`src/rtl/wishbone_ram_router.sv`:
```
// Wishbone classic router: one upstream slave port fanned out to NPORTS
// downstream RAM/ROM windows. One transaction in flight at a time, with
// address decode, read-only protection, an ack timeout and a fault log.
module wishbone_ram_router #(
    parameter int                   NPORTS     = 11,
    parameter logic [31:0]          BASE_ADDR  = 32'h3000_0000,
    parameter logic [NPORTS*32-1:0] PORT_MASKS = {NPORTS{32'hffff_f000}},
    parameter logic [15:0]          RO_PORTS   = 16'h0400,
    parameter int                   TIMEOUT    = 255,
    parameter logic [31:0]          ERR_DATA   = 32'hDEAD_BEEF
) (
    input  logic                   wb_clk_i,
    input  logic                   wb_rst_i,
    input  logic                   wbs_ufp_cyc_i,
    input  logic                   wbs_ufp_stb_i,
    input  logic                   wbs_ufp_we_i,
    input  logic [3:0]             wbs_ufp_sel_i,
    input  logic [31:0]            wbs_ufp_adr_i,
    input  logic [31:0]            wbs_ufp_dat_i,
    output logic                   wbs_ufp_ack_o,
    output logic                   wbs_ufp_err_o,
    output logic [31:0]            wbs_ufp_dat_o,
    output logic [NPORTS-1:0]      wbs_dfp_cyc_o,
    output logic [NPORTS-1:0]      wbs_dfp_stb_o,
    output logic [NPORTS-1:0]      wbs_dfp_we_o,
    output logic [4*NPORTS-1:0]    wbs_dfp_sel_o,
    output logic [32*NPORTS-1:0]   wbs_dfp_adr_o,
    output logic [32*NPORTS-1:0]   wbs_dfp_dat_o,
    input  logic [32*NPORTS-1:0]   wbs_dfp_dat_i,
    input  logic [NPORTS-1:0]      wbs_dfp_ack_i,
    output logic [31:0]            fault_adr_o,
    output logic [7:0]             fault_cnt_o
);

    typedef enum logic [1:0] {
        ST_IDLE   = 2'd0,
        ST_ACTIVE = 2'd1,
        ST_RESP   = 2'd2
    } state_t;

    state_t       state_q, state_d;
    logic [3:0]   port_q, port_d;
    logic [31:0]  adr_q, adr_d;
    logic [31:0]  wdat_q, wdat_d;
    logic [3:0]   sel_q, sel_d;
    logic         we_q, we_d;
    logic [15:0]  cnt_q, cnt_d;
    logic         ack_q, ack_d;
    logic         err_q, err_d;
    logic [31:0]  rdat_q, rdat_d;
    logic [31:0]  fault_adr_q, fault_adr_d;
    logic [7:0]   fault_cnt_q, fault_cnt_d;

    logic [NPORTS-1:0] hit;
    logic [NPORTS-1:0] sel_onehot;
    logic [NPORTS-1:0] drive;
    logic [31:0]       dat_masked [NPORTS];
    logic [3:0]        hit_port;
    logic              hit_any;
    logic              ro_hit;
    logic              ack_sel;
    logic [31:0]       dat_sel;
    logic [7:0]        fault_cnt_inc;

    // Per-port decode and downstream drive; only the latched port is driven while ACTIVE.
    for (genvar gi = 0; gi < NPORTS; gi++) begin : g_port
        localparam logic [31:0] PBASE = BASE_ADDR | (32'(gi) << 16);
        localparam logic [31:0] PMASK = PORT_MASKS[gi*32 +: 32];

        assign hit[gi] = (wbs_ufp_adr_i[31:20] == BASE_ADDR[31:20])
                      && (wbs_ufp_adr_i[19:16] == 4'(gi))
                      && ((wbs_ufp_adr_i & PMASK) == (PBASE & PMASK));

        assign sel_onehot[gi] = (port_q == 4'(gi));
        assign drive[gi]      = (state_q == ST_ACTIVE) && sel_onehot[gi];

        assign wbs_dfp_cyc_o[gi]          = drive[gi];
        assign wbs_dfp_stb_o[gi]          = drive[gi];
        assign wbs_dfp_we_o[gi]           = drive[gi] & we_q;
        assign wbs_dfp_sel_o[gi*4 +: 4]   = drive[gi] ? sel_q  : 4'h0;
        assign wbs_dfp_adr_o[gi*32 +: 32] = drive[gi] ? adr_q  : 32'h0;
        assign wbs_dfp_dat_o[gi*32 +: 32] = drive[gi] ? wdat_q : 32'h0;

        assign dat_masked[gi] = wbs_dfp_dat_i[gi*32 +: 32] & {32{sel_onehot[gi]}};
    end

    // Encode the (at most one) hitting port and mux the selected port's read data.
    always_comb begin
        hit_port = 4'h0;
        dat_sel  = 32'h0;
        for (int i = 0; i < NPORTS; i++) begin
            if (hit[i]) begin
                hit_port = 4'(i);
            end
            dat_sel = dat_sel | dat_masked[i];
        end
    end

    assign hit_any       = |hit;
    assign ro_hit        = RO_PORTS[hit_port];
    assign ack_sel       = |(wbs_dfp_ack_i & sel_onehot);
    assign fault_cnt_inc = (fault_cnt_q == 8'hff) ? 8'hff : fault_cnt_q + 8'd1;

    // Next-state logic: decode in IDLE, wait for ack/timeout/abort in ACTIVE, one-cycle RESP.
    always_comb begin
        state_d     = state_q;
        port_d      = port_q;
        adr_d       = adr_q;
        wdat_d      = wdat_q;
        sel_d       = sel_q;
        we_d        = we_q;
        cnt_d       = cnt_q;
        ack_d       = 1'b0;
        err_d       = 1'b0;
        rdat_d      = 32'h0;
        fault_adr_d = fault_adr_q;
        fault_cnt_d = fault_cnt_q;

        case (state_q)
            ST_IDLE: begin
                if (wbs_ufp_cyc_i && wbs_ufp_stb_i) begin
                    adr_d  = wbs_ufp_adr_i;
                    wdat_d = wbs_ufp_dat_i;
                    sel_d  = wbs_ufp_sel_i;
                    we_d   = wbs_ufp_we_i;
                    if (hit_any && !(wbs_ufp_we_i && ro_hit)) begin
                        port_d  = hit_port;
                        cnt_d   = 16'h0;
                        state_d = ST_ACTIVE;
                    end else begin
                        // Unmapped address or write to ROM: answer immediately with an error.
                        state_d     = ST_RESP;
                        ack_d       = 1'b1;
                        err_d       = 1'b1;
                        rdat_d      = wbs_ufp_we_i ? 32'h0 : ERR_DATA;
                        fault_adr_d = wbs_ufp_adr_i;
                        fault_cnt_d = fault_cnt_inc;
                    end
                end
            end

            ST_ACTIVE: begin
                if (!wbs_ufp_cyc_i) begin
                    // Master gave up: drop the slave silently, nothing is logged.
                    state_d = ST_IDLE;
                end else if (ack_sel) begin
                    state_d = ST_RESP;
                    ack_d   = 1'b1;
                    rdat_d  = we_q ? 32'h0 : dat_sel;
                end else if (cnt_q == 16'(TIMEOUT - 1)) begin
                    // Strobe has now been high for TIMEOUT cycles with no ack.
                    state_d     = ST_RESP;
                    ack_d       = 1'b1;
                    err_d       = 1'b1;
                    rdat_d      = we_q ? 32'h0 : ERR_DATA;
                    fault_adr_d = adr_q;
                    fault_cnt_d = fault_cnt_inc;
                end else begin
                    cnt_d = cnt_q + 16'd1;
                end
            end

            ST_RESP: begin
                state_d = ST_IDLE;
            end

            default: begin
                state_d = ST_IDLE;
            end
        endcase
    end

    // State and registered response; reset clears everything including the fault log.
    always_ff @(posedge wb_clk_i) begin
        if (!wb_rst_i) begin
            state_q     <= ST_IDLE;
            port_q      <= 4'h0;
            adr_q       <= 32'h0;
            wdat_q      <= 32'h0;
            sel_q       <= 4'h0;
            we_q        <= 1'b0;
            cnt_q       <= 16'h0;
            ack_q       <= 1'b0;
            err_q       <= 1'b0;
            rdat_q      <= 32'h0;
            fault_adr_q <= 32'h0;
            fault_cnt_q <= 8'h0;
        end else begin
            state_q     <= state_d;
            port_q      <= port_d;
            adr_q       <= adr_d;
            wdat_q      <= wdat_d;
            sel_q       <= sel_d;
            we_q        <= we_d;
            cnt_q       <= cnt_d;
            ack_q       <= ack_d;
            err_q       <= err_d;
            rdat_q      <= rdat_d;
            fault_adr_q <= fault_adr_d;
            fault_cnt_q <= fault_cnt_d;
        end
    end

    assign wbs_ufp_ack_o = ack_q;
    assign wbs_ufp_err_o = err_q;
    assign wbs_ufp_dat_o = rdat_q;
    assign fault_adr_o   = fault_adr_q;
    assign fault_cnt_o   = fault_cnt_q;

endmodule

```
`config.mk`:
```
export PLATFORM = sky130hd
export DESIGN_NAME = wishbone_ram_router
export DESIGN_NICKNAME = d
export VERILOG_FILES = /design/src/rtl/wishbone_ram_router.sv
export SDC_FILE = /design/constraint.sdc
export NUM_CORES = 1
export LEC_CHECK = 0
export CORE_AREA = 2 2 499 501
export CTS_BUF_LIST = sky130_fd_sc_hd__clkbuf_8 sky130_fd_sc_hd__clkbuf_16
export DETAILED_ROUTE_END_ITERATION = 10
export DIE_AREA = 0 0 501 503
export PLACE_DENSITY = 0.3
export SLEW_MARGIN = 10
export SYNTH_ARGS = -nofsm -noshare
export SYNTH_HDL_FRONTEND = slang
export SYNTH_SLANG_ARGS = --single-unit
```
`constraint.sdc`:
```
create_clock -name wb_clk_i -period 4.2 [get_ports wb_clk_i]
set_clock_uncertainty 0.2 [all_clocks]
set_input_delay 0.63 -clock wb_clk_i [delete_from_list [all_inputs] [get_ports wb_clk_i]]
set_output_delay 0.63 -clock wb_clk_i [all_outputs]
set_load 0.1 [all_outputs]
```
Word-level counts from Yosys, hierarchy flattened
Memory sizes are Yosys's and may differ from the RTL's.
Index checks and enable logic that the tools add are counted.
Storage, ports and cells
  bits in registers: 165
  ROM bits: 16
  bits of input ports: 436
  output and inout port bits: 855
  logic and storage cells: 227
  memories kept: 1
Cells by class
  add/subtract/negate cells: 2
  order comparisons: 1
  equal/unequal tests: 43
  muxes and demuxes: 87
  bitwise gates (word level): 33
  reduce and logical (&&, ||, !) cells: 48
Memories
  (no name shown): words 16, width 1, rd ports 1, clocked after Yosys merged registers in 0, write ports 0, line 100  | assign ro_hit = RO_PORTS[hit_port];
Operators with widths (count)
  $mux W32: 35
  $and A32 B32 Y32: 11
  $or A32 B32 Y32: 10
  $eq A20 B18 Y1 const B: 11
  $pmux W32 S2: 2
  $mux W16: 5
  $mux W4: 14
  $mux W8: 6
  $logic_and A1 B1 Y1: 36
  $eq A4 B3 Y1 const B: 8
  $pmux W16 S2: 1
  $eq A4 B4 Y1 const B: 6
  $reduce_or A11 Y1: 2
  $add A16 B1 Y16 const B: 1
  $eq A16 B8 Y1 const B: 1
  $eq A4 B2 Y1 const B: 4
  $pmux W8 S2: 1
  $mux W2: 7
  $eq A12 B10 Y1 const B: 1
  $mux W3: 4
  $ne A2 B2 Y1 const B: 6
  $reduce_and A6 Y1: 2
  $and A1 B1 Y1: 11
  $and A11 B11 Y11: 1
  other kinds (16): 28

Longest topological paths before layout
Gate-level depths: netlist (run 1).
  word-level depth: 21
  mapped depth: 10
  gate-level depth less buffers: 8

Worst setup path before layout (run 1)
No wires, ideal clock.
  kind: register -> output
  start point: register port_q[1]
  end point: output wbs_dfp_dat_o[246]
  data arrival time: 3228 ps
  data required time: 3370 ps
  slack: 142 ps
  cell stages (with the launch flop): 9
  path buffers: 5
  cell sequence: dfxtp_1 clkbuf_2 buf_2 and2_1 clkbuf_1 and3_1 clkbuf_1 clkbuf_1 and2_1
On the way
  cells in the longest elaborated chain, start to end: 3
RTL lines
  from (decl): line 42  | logic [3:0] port_q, port_d;
  from (signal assigned): line 190  | port_q <= port_d;
  $eq A4 B3 Y1: line 74  | assign sel_onehot[gi] = (port_q == 4'(gi));
  $logic_and A1 B1 Y1: line 75  | assign drive[gi] = (state_q == ST_ACTIVE) && sel_onehot[gi];
  net wbs_dfp_cyc_o[7]: line 23  | output logic [NPORTS-1:0] wbs_dfp_cyc_o,
  $mux W32: line 82  | assign wbs_dfp_dat_o[gi*32 +: 32] = drive[gi] ? wdat_q : 32'h0;
  to (decl): line 28  | output logic [32*NPORTS-1:0] wbs_dfp_dat_o,
The timed path passes the listed nets, and every way through them passes these cells.

Worst setup path after layout (run 1)
  start point: register port_q[0]
  end point: output wbs_dfp_cyc_o[9]
On the way
  cells in the longest elaborated chain, start to end: 2
RTL lines (line)
  $eq A4 B4 Y1: 74
  $logic_and A1 B1 Y1: 75
  to (decl): 23
No other way between the ends.

==> results of run 1 <==
==> logic make-up (layout without fill, tap and decap cells) <==
family                   after synthesis  in the layout  synth area share, %
AND/OR/NAND/NOR                     1198           1198                46.45
AO/OA/AOI/OAI                        389            389                19.03
buffers and inverters                329           1456                8.931
flip-flops                           165            165                22.65
multiplexers                          35             35                2.685
adder cells (fa/ha/maj)                3              3               0.2574
other                                  0             32                    0
==> placed cells by master (no fill, tap or decap), drive strengths merged, types with 30 or more instances in the layout <==
cell           synthesis  final
a22o                  30     30
a311oi                37     37
a21oi                126    126
nand2                244    244
dfxtp                165    165
and3                 497    497
diode                  0     32
clkdlybuf4s50          0    483
nor2                  65     65
and2                 291    291
buf                   35    934
a22oi                 42     42
==> cell type report <==
| cell class | instances | area share [%] |
|---|---|---|
| Timing Repair Buffer | 1417 | 52.72 |
| Multi-Input combinational cell | 1625 | 26.23 |
| Tap cell | 3237 | 10.50 |
| Sequential cell | 165 | 8.627 |
| Clock buffer | 17 | 1.103 |
| Clock inverter | 15 | 0.5256 |
| Antenna cell | 32 | 0.2076 |
| Inverter | 7 | 0.08111 |
==> state kept, by name, indices dropped and copies added, names as in the netlist, 2 cells and up <==
| name | cells |
|---|---|
| adr_q | 32 |
| cnt_q | 16 |
| fault_adr_o | 32 |
| fault_cnt_o | 8 |
| port_q | 4 |
| sel_q | 4 |
| state_q | 2 |
| wbs_ufp_dat_o | 32 |
| wdat_q | 32 |
==> per-stage QoR <==
stage | worst slack, ns | power [uW] | hold slack [ns] | utilization [%]
after floorplan | 0.1422 | 2110 | 0.2437 | -
after global placement | 0.2128 | 3034 | 0.2718 | 15.32
after detailed placement | 0.2039 | 3032 | 0.2812 | 15.32
after CTS | 0.06194 | 4939 | 0.2995 | 15.58
after global routing | 0.08075 | 5012 | 0.3262 | 15.59
final | 0.2238 | 4783 | 0.2983 | 15.61
==> path summary, 6_finish.rpt <==
| check | from | end | slack [ns] | depth (start not counted) |
|---|---|---|---|---|
| worst max-delay path | port_q[0] | wbs_dfp_cyc_o[9] | 0.22 | 5 |
| worst min-delay path | cnt_q[15] | cnt_q[15] | 0.30 | 2 |
| worst max register to register | port_q[2] | fault_cnt_o[6] | 0.62 | 8 |
| worst min register to register | cnt_q[15] | cnt_q[15] | 0.30 | 2 |
==> critical path: cells and delay by family (launching register included) <==
family	cells	cell delay, ns
buf+inv	3	0.89
flops	1	0.69
simple gates	2	0.67
==> layer usage <==
layer | share of wire [%] | up-vias
met5 | 0.024 | -
met4 | 3.7 | 8
met3 | 7.6 | 152
met2 | 50 | 1214
met1 | 38 | 10610
li1 | - | 9762
==> power by group through the flow <==
stage | Sequential [uW] | Combinational [uW] | Clock (uW)
global placement | 1890 | 1140 | 0
global route | 1860 | 1180 | 1970
detailed placement | 1890 | 1140 | 0
finish | 1840 | 1120 | 1820
CTS | 1860 | 1140 | 1940
floorplan | 1870 | 236 | 0
==> flow_metrics.env, run 1 <==
export IMPL_status="completed"
export IMPL_gp_congestion=0.8016
export IMPL_rsz0062_at_grt="no"
export IMPL_min_period_over_period_pct=94.67
export IMPL_rows=183
export IMPL_grt_max_degree=157
export IMPL_met1_usage_pct=16.53
export IMPL_grt_busiest_layer="met2"
export IMPL_ys_ff_latch=165
export IMPL_cp_start_kind="flop"
export IMPL_postCtsHoldBufs=0
export IMPL_ys_seq_area_share_pct=22.65
export IMPL_stdcell_count=6515
export IMPL_finalHoldViolations=0
export IMPL_synthTopCellsByArea="dfxtp_1, and3_1, and2_1"
export IMPL_dp_hpwl_um=158300
export IMPL_grtUsageMet2_pct=26.13
export IMPL_ant_nets=0
export IMPL_p_switching_uw=1834
export IMPL_htree_levels=4
export IMPL_hp_class="reg2reg"
export IMPL_crit_top_cell="buf_12"
export IMPL_synthToLayoutAreaGrowth_pct=164.4
export IMPL_die_area_sq_um=252000
export IMPL_comb_power_share_pct=23.5
export IMPL_clk_pin_slew_ns=0.09
export IMPL_num_fill_cells=27680
export IMPL_drc=0
export IMPL_insertion_delay_ns=0.55
export IMPL_dpl_cell_area_sq_um=37850
export IMPL_seqPwrFrac_pct=38.4
export IMPL_async_flop_share_pct=0
export IMPL_netlist_area_sq_um=14580
export IMPL_fin_crit_ns=3.976
export IMPL_design_core_area_sq_um=247100
export IMPL_netlist_cell_type_count=68
export IMPL_yosysTopAreaCell="dfxtp_1"
export IMPL_worst_pin_slew_ns=1.175
export IMPL_synth_flop_cell="dfxtp_1"
export IMPL_die_w_um=501
export IMPL_path_cells="buf_4 -> nor4bb_4 -> buf_12 -> and2_1 -> buf_12"
export IMPL_cp_slowest_stage_delay_ns=0.69
export IMPL_relSlewSlack_pct=21.42
export IMPL_clock_sinks=165
export IMPL_leakage_uw=0.01559
export IMPL_path_max_fanout=85
export IMPL_clockRootBuffer="clkbuf_16"
export IMPL_fmax_mhz=251.5
export IMPL_drv_cap=0
export IMPL_initial_core_util_pct=5.903
export IMPL_die_height_um=503
export IMPL_finalSetupViolCount=0
export IMPL_syn_nets=2558
export IMPL_critical_path_required_ns=3.37
export IMPL_drt_pre_antenna_iters=10
export IMPL_use_met3_pct=3.954
export IMPL_final_nets=3672
export IMPL_cts_buffers=17
export IMPL_avgSynthCellArea_sq_um=6.882
export IMPL_fin_tns_setup_ns=0
export IMPL_slew_violations=0
export IMPL_pin_count=1291
export IMPL_wl_um=194200
export IMPL_crit_arrival_ns=3.15
export IMPL_switching_share_pct=38.36
export IMPL_intPower_uw=2948
export IMPL_clockPowerShare_pct=38.1
export IMPL_grt_antenna_before_repair=80
export IMPL_grt_total_usage_pct=14.64
export IMPL_first_global_vias=21600
export IMPL_vias=21740
export IMPL_stdcell_area_sq_um=38570
export IMPL_routedWlPerCell_um=29.82
export IMPL_cts_tree="yes"
export IMPL_drive_above_1_share_pct=31.79
export IMPL_seq_area_sq_um=3327
export IMPL_crit_path_end_kind="primary output"
export IMPL_gr_total_overflow=0
export IMPL_synth_edf_count=0
export IMPL_dp_cells=6451
export IMPL_ys_warn_count=0
export IMPL_netlist_instances=2119
export IMPL_cts_resized=0
export IMPL_first_iter_violations=1739
export IMPL_synth_top_area_share_pct=22.65
export IMPL_cp_slowest_cell="dfxtp_2"
export IMPL_cts_setup_buffers=0
export IMPL_vias_per_cell=3.337
export IMPL_peakVddDrop_uv=265.8
export IMPL_powerDensity_nw_per_um2=124.0
export IMPL_grt_pass1_wl_um=241100
export IMPL_clock_path_buffers=2
export IMPL_io_buffers=1290
export IMPL_ys_top_cells_by_count="and3_1, and2_1, clkbuf_1"
export IMPL_multiInputGateArea_sq_um=10120
export IMPL_critPathKind="reg2out"
export IMPL_yosys_cell_count_top_type="and3_1"
No activity file was read; power rests on OpenSTA's default activity.
==> run 2: changes to the inputs <==
--- a/config.mk
+++ b/config.mk
@@ -5,10 +5,10 @@
 export SDC_FILE = /design/constraint.sdc
 export NUM_CORES = 1
 export LEC_CHECK = 0
-export CORE_AREA = 2 2 499 501
+export CORE_AREA = 2 2 507 509
 export CTS_BUF_LIST = sky130_fd_sc_hd__clkbuf_8 sky130_fd_sc_hd__clkbuf_16
 export DETAILED_ROUTE_END_ITERATION = 10
-export DIE_AREA = 0 0 501 503
+export DIE_AREA = 0 0 509 511
 export PLACE_DENSITY = 0.3
 export SLEW_MARGIN = 10
 export SYNTH_ARGS = -nofsm -noshare
==> constraint.sdc (replaced) <==
create_clock -name wb_clk_i -period 3.8 [get_ports wb_clk_i]
set_clock_uncertainty 0.2 [all_clocks]
set_input_delay 0.57 -clock wb_clk_i [delete_from_list [all_inputs] [get_ports wb_clk_i]]
set_output_delay 0.57 -clock wb_clk_i [all_outputs]
set_load 0.1 [all_outputs]
==> run 2 against run 1 <==
Effect of this change: final cell count increased by 2.9%; non-clock buffer count rose by 32; sequential power grew 9%; combinational power grew 9.8%; first-iteration DRC count down 14%; core utilization increased by 0.15 points; final area up 4.3%; die area grew 3.2%; clock power is 14% higher; via count is 0.15% lower; register-to-register slack lost 0.15 ns.
==> flow_metrics.env, run 2 (synthesis results as in run 1) <==
export IMPL_vias_per_cell=3.239
export IMPL_switching_share_pct=37.93
export IMPL_clk_pin_slew_ns=0.09
export IMPL_routedWlPerCell_um=29.21
export IMPL_pin_count=1291
export IMPL_dp_cells=6618
export IMPL_gp_congestion=0.8500
export IMPL_design_core_area_sq_um=255300
export IMPL_fin_tns_setup_ns=0
export IMPL_stdcell_count=6702
export IMPL_first_iter_violations=1496
export IMPL_dp_hpwl_um=158500
export IMPL_crit_path_end_kind="primary output"
export IMPL_first_global_vias=21670
export IMPL_crit_arrival_ns=2.94
export IMPL_seqPwrFrac_pct=37.7
export IMPL_cp_start_kind="flop"
export IMPL_die_area_sq_um=260100
export IMPL_grt_max_degree=111
export IMPL_die_w_um=509
export IMPL_powerDensity_nw_per_um2=132.2
export IMPL_ant_nets=0
export IMPL_leakage_uw=0.01609
export IMPL_rsz0062_at_grt="no"
export IMPL_critPathKind="reg2out"
export IMPL_final_util_pct=15.76
export IMPL_finalHoldViolations=0
export IMPL_die_height_um=511
export IMPL_final_common_cell="buf_12"
export IMPL_worst_pin_slew_ns=1.155
export IMPL_path_cells="buf_12 -> nor2b_1 -> buf_4 -> and3_4 -> buf_12 -> and2_1 -> buf_12"
export IMPL_grt_antenna_before_repair=65
export IMPL_p_switching_uw=2017
export IMPL_finalSetupViolCount=0
export IMPL_cts_buffers=17
export IMPL_drv_cap=0
export IMPL_intPower_uw=3300
export IMPL_cp_slowest_stage_delay_ns=0.40
export IMPL_vias=21710
export IMPL_final_nets=3705
export IMPL_gr_total_overflow=0
export IMPL_dpl_cell_area_sq_um=39360
export IMPL_clockPowerShare_pct=39.1
export IMPL_hold_slack_ns=0.2613
export IMPL_initial_core_util_pct=5.713
export IMPL_postCtsHoldBufs=0
export IMPL_cts_tree="yes"
export IMPL_grt_total_usage_pct=14.47
export IMPL_status="completed"
export IMPL_clock_path_buffers=2
export IMPL_drc=0
export IMPL_rows=186
export IMPL_io_buffers=1290
export IMPL_slew_violations=0
export IMPL_hp_class="reg2reg"
export IMPL_wl_um=195700
export IMPL_peakVddDrop_uv=345.9
export IMPL_critical_path_required_ns=3.03
export IMPL_layout_common_cells="buf_12, and3_1, clkdlybuf4s50_1"
export IMPL_grt_pass1_wl_um=246900
export IMPL_path_max_fanout=53
export IMPL_drive_above_1_share_pct=33.07
export IMPL_comb_power_share_pct=23.2
export IMPL_stdcell_area_sq_um=40220
export IMPL_insertion_delay_ns=0.57
export IMPL_cp_slowest_cell="dfxtp_2"
export IMPL_min_period_over_period_pct=97.59
export IMPL_clockRootBuffer="clkbuf_16"
export IMPL_htree_levels=4
export IMPL_clock_sinks=165
export IMPL_fin_crit_ns=3.708
export IMPL_synthToLayoutAreaGrowth_pct=175.8
export IMPL_crit_top_cell="buf_12"
export IMPL_relSlewSlack_pct=22.85
export IMPL_drt_pre_antenna_iters=7
export IMPL_fmax_mhz=269.7
-- run 2: cell types whose count changed in the layout (fill, tap and decap cells not counted), sizes merged --
| cell | before | now |
|---|---|---|
| a211oi | 7 | 8 |
| buf | 934 | 988 |
| bufinv | 0 | 1 |
| clkbuf | 17 | 18 |
| clkdlybuf4s50 | 483 | 460 |
| clkinv | 8 | 6 |
| clkinvlp | 1 | 0 |
| diode | 32 | 40 |
| inv | 13 | 14 |
-- run 2: what timing repair did --
item,in CTS,in global routing
endpoints found under the setup margin,377,21
setup buffers,5,7
pin swaps,2,1
cloned,0,1
gates resized for setup,6,0
-- run 2: worst max-delay path, delay by kind of cell, from the launching register on --
kind / cells / cell delay (ns)
flip-flops: 1 / 0.40
AND/OR/NAND/NOR: 3 / 0.75
buffers and inverters: 4 / 0.88
-- run 2: routing by layer --
metal  GRT usage (%)  share of wire (%)
met1           17.13                 40
met2           25.61                 50
met3           3.526                7.3
met4           4.036                2.4
met5               0              0.055
-- run 2: power by group through the flow --
stage / Sequential (uW) / Clock [uW] / Combinational, uW
after global placement: 2070 / 0 / 1250
after detailed placement: 2070 / 0 / 1250
after CTS: 2030 / 2250 / 1250
after global routing: 2030 / 2270 / 1300
final: 2000 / 2080 / 1230
after floorplan: 2070 / 0 / 260
-- run 2: final timing paths --
path / from / to / slack, ns / cells past startpoint
worst max register to register: port_q[1] / fault_adr_o[2] / 0.47 / 9
worst min register to register: adr_q[20] / adr_q[20] / 0.26 / 2
worst min-delay path: adr_q[20] / adr_q[20] / 0.26 / 2
worst max-delay path: port_q[0] / wbs_dfp_adr_o[167] / 0.09 / 7
-- run 2: area by class of cell --
| cell class | count | area (sq um) |
|---|---|---|
| fill | 28420 | 215100 |
| timing repair buffer | 1449 | 21790 |
| multi-input combinational | 1626 | 10140 |
| tap | 3384 | 4234 |
| sequential | 165 | 3326 |
| clock buffer | 17 | 425.4 |
| clock inverter | 14 | 181.4 |
| antenna | 40 | 100.1 |
| inverter | 7 | 28.78 |
-- run 2: metrics by stage --
| step | total power [uW] | setup WS (ns) |
|---|---|---|
| after floorplan | 2332 | 0.02642 |
| after global placement | 3315 | -0.1637 |
| after detailed placement | 3316 | -0.1864 |
| after CTS | 5537 | 0.009565 |
| after global routing | 5599 | 0.01091 |
| final | 5317 | 0.09163 |
